<file path="config.mk">
export PLATFORM = sky130hd
export DESIGN_NAME = spi_slave_param
export DESIGN_NICKNAME = d
export VERILOG_FILES = /design/src/rtl/spi_slave_param.sv
export SDC_FILE = /design/constraint.sdc
export NUM_CORES = 1
export LEC_CHECK = 0
export CAP_MARGIN = 25
export CORE_MARGIN = 3
export CORE_UTILIZATION = 50
export CTS_CLUSTER_SIZE = 24
export DETAILED_ROUTE_END_ITERATION = 8
export PLACE_DENSITY_LB_ADDON = 0.15
export SYNTH_ARGS = -nofsm -noshare
export SYNTH_HDL_FRONTEND = slang
export SYNTH_SLANG_ARGS = --single-unit
</file>
<file path="constraint.sdc">
create_clock -name clk -period 5.8 [get_ports clk]
set_clock_uncertainty 0.05 [all_clocks]
set_input_delay 0.58 -clock clk [delete_from_list [all_inputs] [get_ports clk]]
set_output_delay 0.58 -clock clk [all_outputs]
set_load 0.1 [all_outputs]
</file>
<file path="src/rtl/spi_slave_param.sv">
// Parametrised SPI slave: deserialises {cmd, payload} frames from MOSI and serialises RAM read
// data onto MISO. Define SPI_SLAVE_FRAME_ERR_EN to add the frame_err output.
module spi_slave_param #(
    parameter int unsigned DATA_W      = 8,
    parameter bit          MSB_FIRST   = 1'b0,
    parameter int unsigned TX_WAIT_MAX = 16
) (
    input  logic              clk,
    input  logic              rst_n,
    input  logic              SS_n,
    input  logic              MOSI,
    input  logic              tx_valid,
    input  logic [DATA_W-1:0] tx_data,
    output logic              MISO,
    output logic              rx_valid,
    output logic [DATA_W+1:0] rx_data,
    output logic              tx_timeout
`ifdef SPI_SLAVE_FRAME_ERR_EN
    ,
    output logic              frame_err
`endif
);

    localparam int unsigned FRAME_W = DATA_W + 2;
    localparam int unsigned CNT_W   = $clog2(FRAME_W + 1);
    localparam int unsigned WAIT_W  = $clog2(TX_WAIT_MAX + 1);

    typedef enum logic [2:0] {
        StIdle, StChkCmd, StWrite, StReadAddr, StReadData, StTxWait, StTxSend, StHold
    } state_e;

    state_e              state_q, state_d;
    logic [CNT_W-1:0]    cnt_q, cnt_d;
    logic [WAIT_W-1:0]   wait_q, wait_d;
    logic                raddr_done_q, raddr_done_d;
    logic [FRAME_W-1:0]  shift_q, shift_d;
    logic [DATA_W-1:0]   tx_q, tx_d;
    logic [FRAME_W-1:0]  rx_data_q, rx_data_d;
    logic                rx_valid_q, rx_valid_d;
    logic                miso_q, miso_d;
    logic                tx_timeout_q, tx_timeout_d;
`ifdef SPI_SLAVE_FRAME_ERR_EN
    logic                frame_err_q, frame_err_d;
`endif

    logic [FRAME_W-1:0]  shift_in;
    logic                in_shift;
    logic                last_bit;

    assign shift_in = MSB_FIRST ? {shift_q[FRAME_W-2:0], MOSI} : {MOSI, shift_q[FRAME_W-1:1]};
    assign in_shift = (state_q == StWrite) || (state_q == StReadAddr) || (state_q == StReadData);
    assign last_bit = (cnt_q == CNT_W'(FRAME_W - 1));

    always_comb begin
        state_d      = state_q;
        cnt_d        = cnt_q;
        wait_d       = wait_q;
        raddr_done_d = raddr_done_q;
        shift_d      = shift_q;
        tx_d         = tx_q;
        rx_data_d    = rx_data_q;
        rx_valid_d   = 1'b0;
        miso_d       = 1'b0;
        tx_timeout_d = 1'b0;
`ifdef SPI_SLAVE_FRAME_ERR_EN
        frame_err_d  = 1'b0;
`endif
        // Deselect wins over everything else, including a last bit or tx_valid on the same edge.
        if (SS_n && state_q != StIdle) begin
            state_d = StIdle;
            cnt_d   = '0;
`ifdef SPI_SLAVE_FRAME_ERR_EN
            frame_err_d = in_shift;
`endif
        end else begin
            unique case (state_q)
                StIdle: begin
                    cnt_d = '0;
                    if (!SS_n) state_d = StChkCmd;
                end
                StChkCmd: begin
                    cnt_d = '0;
                    if (!MOSI)             state_d = StWrite;
                    else if (raddr_done_q) state_d = StReadData;
                    else                   state_d = StReadAddr;
                end
                StWrite, StReadAddr, StReadData: begin
                    shift_d = shift_in;
                    if (last_bit) begin
                        rx_data_d  = shift_in;
                        rx_valid_d = 1'b1;
                        cnt_d      = '0;
`ifdef SPI_SLAVE_FRAME_ERR_EN
                        frame_err_d = shift_in[FRAME_W-1] != (state_q != StWrite);
`endif
                        if (state_q == StReadData) begin
                            raddr_done_d = 1'b0;
                            wait_d       = '0;
                            state_d      = StTxWait;
                        end else begin
                            if (state_q == StReadAddr) raddr_done_d = 1'b1;
                            state_d = StHold;
                        end
                    end else begin
                        cnt_d = cnt_q + CNT_W'(1);
                    end
                end
                StTxWait: begin
                    if (tx_valid) begin
                        miso_d  = MSB_FIRST ? tx_data[DATA_W-1] : tx_data[0];
                        tx_d    = MSB_FIRST ? (tx_data << 1) : (tx_data >> 1);
                        cnt_d   = CNT_W'(1);
                        state_d = StTxSend;
                    end else if (wait_q == WAIT_W'(TX_WAIT_MAX - 1)) begin
                        tx_timeout_d = 1'b1;
                        state_d      = StHold;
                    end else begin
                        wait_d = wait_q + WAIT_W'(1);
                    end
                end
                StTxSend: begin
                    if (cnt_q == CNT_W'(DATA_W)) begin
                        state_d = StHold;
                    end else begin
                        miso_d = MSB_FIRST ? tx_q[DATA_W-1] : tx_q[0];
                        tx_d   = MSB_FIRST ? (tx_q << 1) : (tx_q >> 1);
                        cnt_d  = cnt_q + CNT_W'(1);
                    end
                end
                StHold: ;
                default: state_d = StIdle;
            endcase
        end
    end

    always_ff @(posedge clk or negedge rst_n) begin
        if (!rst_n) begin
            state_q      <= StIdle;
            cnt_q        <= '0;
            wait_q       <= '0;
            raddr_done_q <= 1'b0;
            shift_q      <= '0;
            tx_q         <= '0;
            rx_data_q    <= '0;
            rx_valid_q   <= 1'b0;
            miso_q       <= 1'b0;
            tx_timeout_q <= 1'b0;
`ifdef SPI_SLAVE_FRAME_ERR_EN
            frame_err_q  <= 1'b0;
`endif
        end else begin
            state_q      <= state_d;
            cnt_q        <= cnt_d;
            wait_q       <= wait_d;
            raddr_done_q <= raddr_done_d;
            shift_q      <= shift_d;
            tx_q         <= tx_d;
            rx_data_q    <= rx_data_d;
            rx_valid_q   <= rx_valid_d;
            miso_q       <= miso_d;
            tx_timeout_q <= tx_timeout_d;
`ifdef SPI_SLAVE_FRAME_ERR_EN
            frame_err_q  <= frame_err_d;
`endif
        end
    end

    assign MISO       = miso_q;
    assign rx_valid   = rx_valid_q;
    assign rx_data    = rx_data_q;
    assign tx_timeout = tx_timeout_q;
`ifdef SPI_SLAVE_FRAME_ERR_EN
    assign frame_err  = frame_err_q;
`endif

endmodule

</file>
Word-level counts from Yosys, hierarchy flattened

Cells that the tools add are included.

Logic and storage cells: 87
Register bits after elaboration: 44
Output and inout port bits: 13

Reduce and logical (&&, ||, !) cells: 17
Eq/ne operators: 21
Add/subtract/negate cells: 2
Bitwise gates (word level): 1
Multiplexer cells: 36

Operator list:

| cell                                                             | number |
|---|---|
| 3-bit two-way mux                                                | 8 |
| 5-bit two-way mux                                                | 4 |
| 4-bit two-way mux                                                | 4 |
| 8-bit two-way mux                                                | 2 |
| 4-bit case mux with 4 select lines                               | 1 |
| 8-bit case mux with 2 select lines                               | 1 |
| 3-bit inequality test (second input constant)                    | 5 |
| 3-bit case mux with 5 select lines                               | 1 |
| 1-bit two-way mux                                                | 12 |
| 2-bit inequality test (second input constant)                    | 6 |
| 5-bit case mux with 2 select lines                               | 1 |
| 3-bit == test (second input constant)                            | 3 |
| 4-bit == test (second input constant)                            | 2 |
| 4-bit AND reduction                                              | 2 |
| 3-bit by 2-bit == test with 1-bit output (second input constant) | 2 |
| 3-bit AND reduction                                              | 2 |
| 6-bit AND reduction                                              | 1 |
| 2-bit nonzero test                                               | 3 |
| 6-bit nonzero test                                               | 1 |
| 5-bit by 1-bit adder with 5-bit output (second input constant)   | 1 |
| 5-bit by 4-bit == test with 1-bit output (second input constant) | 1 |
| 5-bit AND reduction                                              | 1 |
| 5-bit nonzero test                                               | 1 |
| 4-bit by 1-bit adder with 4-bit output (second input constant)   | 1 |
| 11 further kinds                                                 | 11 |

Logic depth before layout (Yosys ltp)

Depth after elaboration: 5
Gate-level depth with buffers: 8

Worst setup path before layout

No wires, ideal clock.

Path kind: reg-to-reg
Start point: register wait_q[0]
End point: register wait_q[3]
Arrival time: 2.153 ns
Clock period less this slack: 2.324 ns
Setup time: 0.121 ns
Slack: 3.476 ns
Stages on the path, launching flop included: 9
Cells stage by stage: dfrtp_1 -> ha_1 -> and3_1 -> ha_1 -> or3b_1 -> a2111o_1 -> buf_2 -> o21a_1 -> o22a_1

Word-level cells in the longest chain between the ends: 4
Elaborated cells on any way between the ends: 7

RTL lines:

| item                                   | line | RTL |
|---|---|---|
| from (decl)                            | 34   | `logic [WAIT_W-1:0] wait_q, wait_d;` |
| from (signal assigned)                 | 154  | `wait_q <= wait_d;` |
| 5-bit by 1-bit adder with 5-bit output | 118  | `wait_d = wait_q + WAIT_W'(1);` |
| 5-bit two-way mux                      | 114  | `end else if (wait_q == WAIT_W'(TX_WAIT_MAX - 1)) begin` |
| 5-bit two-way mux                      | 109  | `if (tx_valid) begin` |
| 5-bit case mux with 2 select lines     | 76   | `unique case (state_q)` |

Parallel ways exist; a longest one is shown, timed or not. The select of a mux whose other input is x is not followed.
A chain may end at the register's enable or synchronous reset.

Worst setup path after layout

Start point: input port SS_n
End point: register cnt_q[2]

Word-level cells in the longest chain between the ends: 3
Elaborated cells on any way between the ends: 6

RTL lines:

| item                                                                                | line | RTL |
|---|---|---|
| from (decl)                                                                         | 10   | `input logic SS_n,` |
| 1-bit logical AND (*)                                                               | 69   | `if (SS_n && state_q != StIdle) begin` |
| 3-bit inequality test (no source line) / 5-bit nonzero test (equally long branches) | n/a  |  |
| 3-bit AND reduction (no source line)                                                | n/a  |  |
| to (signal assigned)                                                                | 153  | `cnt_q <= cnt_d;` |
| to (decl)                                                                           | 33   | `logic [CNT_W-1:0] cnt_q, cnt_d;` |

Every way passes the cells marked *; elsewhere a longest branch is shown, timed or not.

==> flow_summary.toml <==
[layout]
n_fill_cell = 309
num_antenna_cells = 0
area_growth_pct = 18.0
final_cell_mix = "dfrtp_1 (42), clkdlybuf4s50_1 (24), a21oi_1 (13)"
nets = 219
multi_input_area_um2 = 925
finish.utilization_pct = 63.7
final_common_cell = "dfrtp_1"
drive_gt1_share_pct = 11.4
regArea_um2 = 1050

[clock_network]
clock_sinks = 42
clock_tree.root_cell = "clkbuf_8"
post_cts_buffers = 0
clk_latency_ps = 290
cts_buffer_depth = 2
h-tree-depth = 2
cts_buffers = 5
cts_tree = "yes"
path_clk_slew_ps = 80
post_cts_resized = 0
postCtsHoldBufs = 0

[critical_path]
cp.arrival_ps = 2970
critPathCaptureType = "flip-flop"
path_max_fanout = 16
crit_type = "in -> reg"
required_ps = 5930
worst_setup_path_start_kind = "input pin"

[route]
drt-total-wl_um = 3910
drt-initial-drc-count = 82
vias = 1433
drc = 0
first_pass_iters = 4
ant_nets = 0
vias_per_cell = 5.76
routedWlPerCell_um = 15.7

[global_routing]
grt_pass1_wl_um = 6910
grt.total_usage_pct = 17.3
grt_max_degree = 43
grt_overflow = 0
grt_pass1_vias = 1479
antenna_found_initial = 0

[floorplanning]
die_h_um = 70.0
chipWidth_um = 70.0
io_pins = 26
dieArea_um2 = 4910
fp-row-count = 22
fp.coreArea_um2 = 3800
initial_utilization_pct = 54.0

[pwr]
pwr-share-clk_pct = 30.9
finalPower_mw = 0.754
powerDensity_nw_per_um2 = 312
power.internal_mw = 0.549
p_sw_share_pct = 27.2
pwr-share-seq_pct = 51.4
ir_drop_uv = 195
cellLeakagePower_nw = 1.12
combPwrFrac_pct = 17.7
switchingPower_mw = 0.205

[place]
detailed_place_hpwl_um = 2680
place_ws_ps = 2670
globalplace.congestion = 0.762
port-buffer-count = 25

[sta]
tns_ps = 0
setup_violations = 0
layout_min_cycle_time_ps = 2840
fin_crit_sh_pct = 49.0
fmax_mhz = 352
finalHoldViolations = 0
timing.hold.ws_ps = 367
layout_setup_ws_ps = 2960
worstMarginPinSlew_ps = 978
drv_slew = 0
rsz0062_at_grt = "no"
relSlewSlack_pct = 34.6

[logic_synthesis]
synthArstFlopShare_pct = 100
synth_cells = 179
ys_warn_count = 0
ys_dominant_reg_cell = "dfrtp_1"
synth_area_per_cell_um2 = 11.5
synthesis.area_um2 = 2050
ys_types = 48
ys_ff_latch = 42
syn-num-nets = 197
synth-edff-count = 0
yosysSeqAreaShare_pct = 51.3

[flow_run]
maxCapViolCount = 0

[hold_path]
hp-class = "in -> async"

[run_status]
status = "complete, no violations"
## critical path, cell delays in order
cell and delay [ps]:
clkdlybuf4s50_1 670, nor2b_1 840, o221a_2 410, a211oi_1 90, a311o_1 380
## cell families (layout without fill, tap and decap cells)
group / count (synthesis) / in the layout / share of synthesized area (%)
buf+inv: 17 / 39 / 3.66
flops: 42 / 42 / 51.3
mux: 25 / 25 / 13.4
compound gates: 46 / 46 / 16.3
fa+ha+maj: 5 / 5 / 3.05
simple gates: 44 / 44 / 12.4
## metal layers
layer	vias up	GRT usage, %	share of wire [%]
li1	699	-	-
met1	703	23.8	47
met4	0	4.04	0.97
met5	-	0	0
met3	4	5.18	4.0
met2	27	27.0	48
## cell usage after synthesis, drive strengths merged, types with 3 or more instances
cell type  count  area [µm²]
dfrtp         42        1050
mux2          19         214
a21oi         14        81.3
nand2         11        41.3
a31oi          8        50.1
inv            7        26.3
nor2           7        26.3
clkbuf         6        22.5
mux2i          6        60.1
ha             5        62.6
and2           4        27.5
buf            4        26.3
nand3b         4        30.0
a21o           3        22.5
nor2b          3        18.8
## power by group through the flow
stage / clock network (mW) / registers (mW) / logic (mW)
after floorplan: 0 / 0.373 / 0.113
after global placement: 0 / 0.390 / 0.129
after detailed placement: 0 / 0.392 / 0.135
after CTS: 0.238 / 0.387 / 0.135
after global routing: 0.251 / 0.397 / 0.151
final: 0.233 / 0.387 / 0.134
## state kept, by name, summed over array words and instances (netlist names)
signal        flops
tx_q              7
shift_q           9
MISO              1
wait_q            5
tx_timeout        1
rx_data          10
rx_valid          1
raddr_done_q      1
state_q           3
cnt_q             4
## worst paths after layout
| check | end | cells after the start | slack [ps] | startpoint |
|---|---|---|---|---|
| max | cnt_q[2] | 5 | 2960 | SS_n |
| min | wait_q[1] | 1 | 370 | rst_n |
| max reg2reg | wait_q[3] | 7 | 3310 | wait_q[0] |
| min reg2reg | wait_q[4] | 2 | 440 | wait_q[4] |
| max in group asynchronous | rx_data[8] | 1 | 4770 | rst_n |
| min in group clk | wait_q[4] | 2 | 440 | wait_q[4] |
## area by class of cell
| cell class | instances | area share, % |
|---|---|---|
| multi-input cells | 120 | 38.2 |
| well taps | 48 | 2.48 |
| repair buffers | 25 | 10.1 |
| clock buffers | 6 | 3.41 |
| clock inverters | 1 | 1.24 |
| inverters | 7 | 1.09 |
| flip-flops and latches | 42 | 43.4 |
## per-stage QoR
stage	std cells	cell area, µm²
final	249	2420
after detailed placement	242	2310
after global routing	249	2420
after floorplan	179	2050
after CTS	249	2420
after global placement	242	2310
Power figures use the tool's default switching activity.
==> RTL edit 1: new RTL, same flow settings <==
The option `SPI_SLAVE_FRAME_ERR_EN` is turned on by a define.
--- a/src/rtl/spi_slave_param.sv
+++ b/src/rtl/spi_slave_param.sv
@@ -2,2 +2,4 @@
 // data onto MISO. Define SPI_SLAVE_FRAME_ERR_EN to add the frame_err output.
+`define SPI_SLAVE_FRAME_ERR_EN
+
 module spi_slave_param #(
Check against the original RTL (old outputs only; new: frame_err): equivalent (Yosys induction, for registers that start in step).
==> RTL edit 1 against the unedited design <==
Sequential share of layout area is 1.9 points lower; highest routed layer unchanged; power is 27% higher; register-to-register slack worse by 0.15 ns; area after synthesis is 7.6% higher; routed wire length is 3.1% higher; final area is 7.0% higher; setup slack better by 0.21 ns; sequential cell count is 1 higher; worst hold slack worse by 0.0058 ns; largest cell class unchanged.
==> RTL edit 1: results (changes against the unedited design) <==
Pwr
  – Worst vdd ir: 137 uV (-30%)
  – Part of the power in registers: 48.0% (-3.4 points)
  – P_leak: 1.14 nW (+1.3%)
  – Clk pwr share: 24.2% (-6.7 points)

Layout
  – Clock-cell share of area: 4.35% (-0.31 points)
  – # fillers: 345 (+12%)
  – Clock buffer count: 5 (-1)
  – Number of flip-flops and latches: 43 (+2.4%)
  – Seq area share: 41.5% (-1.9 points)
  – Multi-input gate count: 128 (+6.7%)
  – Signal buffers: 26 (+4.0%)

Yosys
  – Compound-gate portion of the synthesized area: 12.8% (-3.5 points)
  – Post-synthesis net count: 208 (+5.6%)
  – Post-Synth Adder-Cell Area: 2.84% (-0.21 points)
  – Sequential area share after synthesis: 48.8% (-2.5 points)
  – Mux share of post-synthesis cell area: 17.3% (+3.9 points)
  – Main area contributors after synthesis: dfrtp_1 (49%), mux2_2 (7.1%), mux2_4 (6.1%)
  – Synth Area in XOR/XNOR: 0.794% (+0.79 points)

Outcome
  – Status: finished clean

Worst setup path
  – Crit-path max cell delay: 0.70 ns (-0.14 ns)
  – Delay-heaviest family, CP: simple AND/OR/NAND/NOR gates
  – Slowest stage cell, crit path: dfrtp_1

Placement
  – Final GP Congestion: 0.903 (+18%)

GRT
  – Met2 Usage GRT: 25.6% (-1.4 points)
  – Grt met3 use: 4.71% (-0.47 points)

Drt
  – WL final: 4030 um (+3.1%)
## RTL edit 1: cell count changes in the layout (fill, tap and decap cells not counted), moves of 3 or more
cell	unedited run	this run
inv_1	7	10
mux2_4	0	9
o21ai_0	2	7
a31oi_1	8	2
and3_1	1	4
a22o_1	1	4
mux2_2	10	14
a21oi_1	13	4
a21o_1	3	0
o31ai_1	1	4
mux2i_1	6	1
## RTL edit 1: stage by stage
step | instance area, um2 | instances | setup slack (ns) | total power [mW] | utilization [%]
after detailed placement | 2480 | 257 | 2.96 | 0.730 | 60.2
after floorplan | 2210 | 190 | 3.90 | 0.665 | -
final | 2590 | 265 | 3.16 | 0.957 | 62.9
after global placement | 2480 | 257 | 3.03 | 0.718 | 60.2
after global routing | 2590 | 265 | 3.02 | 1.02 | 62.9
after CTS | 2590 | 265 | 3.16 | 0.963 | 62.9
## RTL edit 1: worst paths after layout
path | startpoint | endpoint | slack (ns) | cells after the start
max | state_q[2]$_DFFE_PN0P_ | rx_data[0]$_DFFE_PN0P_ | 3.16 | 4
min | rst_n | rx_data[4]$_DFFE_PN0P_ | 0.36 | 1
max reg2reg | state_q[2]$_DFFE_PN0P_ | rx_data[0]$_DFFE_PN0P_ | 3.16 | 4
min reg2reg | tx_q[3]$_DFFE_PN0P_ | tx_q[3]$_DFFE_PN0P_ | 0.44 | 1
max in group asynchronous | rst_n | cnt_q[0]$_DFFE_PN0P_ | 4.76 | 1
min in group clk | tx_q[3]$_DFFE_PN0P_ | tx_q[3]$_DFFE_PN0P_ | 0.44 | 1
## RTL edit 1: per-layer routing
layer	part of all wire, %	vias up
met5	0	-
met4	2.0	0
met3	4.4	10
met2	46	45
met1	47	745
li1	-	741
==> RTL edit 2: new RTL, config.mk and constraints unchanged <==
Without the edit above. Register the output `rx_data` once more, cleared by the reset; this adds one clock of latency there. The other outputs are not delayed to match.
--- a/src/rtl/spi_slave_param.sv
+++ b/src/rtl/spi_slave_param.sv
@@ -169,3 +169,9 @@
     assign rx_valid   = rx_valid_q;
-    assign rx_data    = rx_data_q;
+    always_ff @(posedge clk or negedge rst_n) begin
+        if (!rst_n) begin
+            rx_data <= '0;
+        end else begin
+            rx_data <= rx_data_q;
+        end
+    end
     assign tx_timeout = tx_timeout_q;
Check against the original RTL: no difference found for any inputs over 10 cycles, from zero or initial values and one cycle with rst_n low; that may be too few to reach the edited logic, so the function may still have changed.
==> RTL edit 2 against the unedited design <==
Register-to-register slack better by 0.13 ns; sequential cell count up 10; critical path type unchanged; area after synthesis up 14%; setup slack better by 0.42 ns; synthesized cell count up 6.1%; final area up 12%; power up 26%; routed wire length up 11%; non-clock buffer count up 1.
==> RTL edit 2: results (changes against the unedited design) <==
Worst setup path
  – FF-to-FF Start: state_q[2]$_DFFE_PN0P_
  – Slowest stage cell, crit path: clkdlybuf4s50_1
  – CP Max Fanout: 12 (-4)
  – RR Endpoint: rx_data_q[8]$_DFFE_PN0P_
  – Worst-case reg-to-reg path depth: 3 (-4)
  – Crit-path max cell delay: 0.71 ns (-0.13 ns)
  – Delay-heaviest family, CP: simple AND/OR/NAND/NOR gates
  – FF-to-FF setup slack: 3.44 ns (+0.13 ns)

Layout
  – Nets: 233 (+6.4%)
  – Share of cells above drive strength 1: 21.8% (+10 points)
  – # fillers: 369 (+19%)
  – Biggest regs: rx_data: 10 flops, rx_data_q: 10 flops, shift_q: 9 flops

GRT
  – Largest net degree at the start of global routing: 33 (-23%)
  – Met2 Usage GRT: 27.0% (+0.057 points)
  – First-pass GRT wire length: 7290 um (+5.4%)
  – Vias in the first global route: 1537 (+3.9%)
  – GRT Overall Usage: 17.2% (-0.058 points)
  – Grt met1 use: 23.7% (-0.098 points)
  – Grt met3 use: 4.32% (-0.86 points)

Drt
  – Routed wl met2: 2130 um (+14%)
  – WL final: 4320 um (+11%)
  – M1 wire length: 1980 um (+7.9%)
  – Routed wl met3: 154 um (-0.65%)
  – Vias per inst: 5.84 (+1.4%)
  – DRT iter0 DRCs: 130 (+59%)
  – DRC errors left: 0 (unchanged)

Die
  – Initial Utilization: 52.8% (-1.2 points)

Pwr
  – Worst vdd ir: 203 uV (+4.0%)
  – P_leak: 1.21 nW (+7.8%)
  – Psw: 0.312 mW (+52%)

Yosys
  – Post-synthesis net count: 208 (+5.6%)
  – Count of cell types in the netlist: 50 (+4.2%)
  – Top cells by instance count after synthesis: dfrtp_1 (52), mux2_2 (30), o21ai_0 (10)
  – Post-synth ARST share: 100% (unchanged)
  – Dominant synthesized flop cell: dfrtp_1
  – Main area contributors after synthesis: dfrtp_1 (55%), mux2_2 (14%), ha_1 (2.7%)
  – Sequential area share after synthesis: 55.5% (+4.2 points)

Worst hold path
  – HP Class: primary input to asynchronous set/reset pin

Clock tree
  – CTS Buf Count: 5 (unchanged)
  – Clk pin slew, worst setup/hold paths: 0.09 ns
  – CTS H-Tree Depth: 2 (unchanged)
  – Clock latency on the worst-skew pair: 0.30 ns
  – CTS root buf: clkbuf_8
  – Setup bufs post-CTS: 0 (unchanged)

Placement
  – I/O Buffers: 25 (unchanged)
  – Hpwl dp: 3130 um (+17%)
  – Final GP Congestion: 0.854 (+12%)

Outcome
  – Status: finished clean

Timing
  – Least-Margin Pin Slew: 0.999 ns (+0.0208 ns)
-- RTL edit 2: cell count changes after synthesis, moves of 3 or more --
| cell | change |
|---|---|
| a31oi_1 | -7 |
| dfrtp_1 | +10 |
| mux2_2 | +20 |
| o21ai_0 | +8 |
| a21o_1 | -3 |
| nand3_1 | +3 |
| mux2_1 | -9 |
| a21oi_1 | -10 |
| mux2i_1 | -6 |
-- RTL edit 2: cells by family (layout without fill, tap and decap cells) --
family                     Yosys count  after routing  synth area share [%]
muxes                               30             30                  14.4
DFF                                 52             52                  55.5
and+or+nand+nor                     51             51                  12.6
buffers and inverters               16             42                  3.25
adders and majority gates            5              5                  2.67
AOI/OAI and AO/OA                   36             36                  11.6
-- RTL edit 2: per-stage QoR --
step,area (um2),power [mW],setup WS [ns],std cells,hold WS (ns)
after floorplan,2350,0.697,3.73,190,0.234
after global placement,2610,0.742,3.19,259,0.308
after detailed placement,2630,0.760,3.12,260,0.312
after CTS,2720,0.959,3.38,268,0.188
after global routing,2720,1.01,3.20,268,0.201
final,2720,0.952,3.38,268,0.178
-- RTL edit 2: worst max-delay path by stage --
| stage | start | endpoint | slack (ns) | depth (start not counted) |
|---|---|---|---|---|
| after floorplan | wait_q[0]$_DFFE_PN0P_ | wait_q[3]$_DFFE_PN0P_ | 3.73 | 7 |
| after global placement | SS_n | wait_q[3]$_DFFE_PN0P_ | 3.19 | 5 |
| after detailed placement | SS_n | wait_q[3]$_DFFE_PN0P_ | 3.12 | 5 |
| after CTS | rx_valid$_DFF_PN0_ | rx_valid | 3.38 | 1 |
| after global routing | SS_n | wait_q[3]$_DFFE_PN0P_ | 3.20 | 5 |
| final | SS_n | wait_q[3]$_DFFE_PN0P_ | 3.38 | 5 |
-- RTL edit 2: cell type report --
type                       instances  area share, %
inverter                           8           1.10
sequential                        52           47.9
clock inverter                     3          0.691
timing repair buffer              26           9.76
multi-input combinational        122           35.6
tap                               52           2.39
clock buffer                       5           2.53
-- RTL edit 2: worst reg2reg max path, cell delays in order (launching register included) --
cell and delay, ns:
dfrtp_1 0.66, or3b_4 0.48, a211oi_4 0.65, mux2_2 0.42
-- RTL edit 2: power groups by stage --
| stage | clock (mW) | sequential, mW | combinational [mW] |
|---|---|---|---|
| 5_1_grt | 0.219 | 0.523 | 0.272 |
| 4_1_cts | 0.206 | 0.509 | 0.244 |
| 2_1_floorplan | 0 | 0.474 | 0.222 |
| 6_report | 0.199 | 0.511 | 0.242 |
| 3_3_place_gp | 0 | 0.510 | 0.231 |
| 3_5_place_dp | 0 | 0.516 | 0.243 |
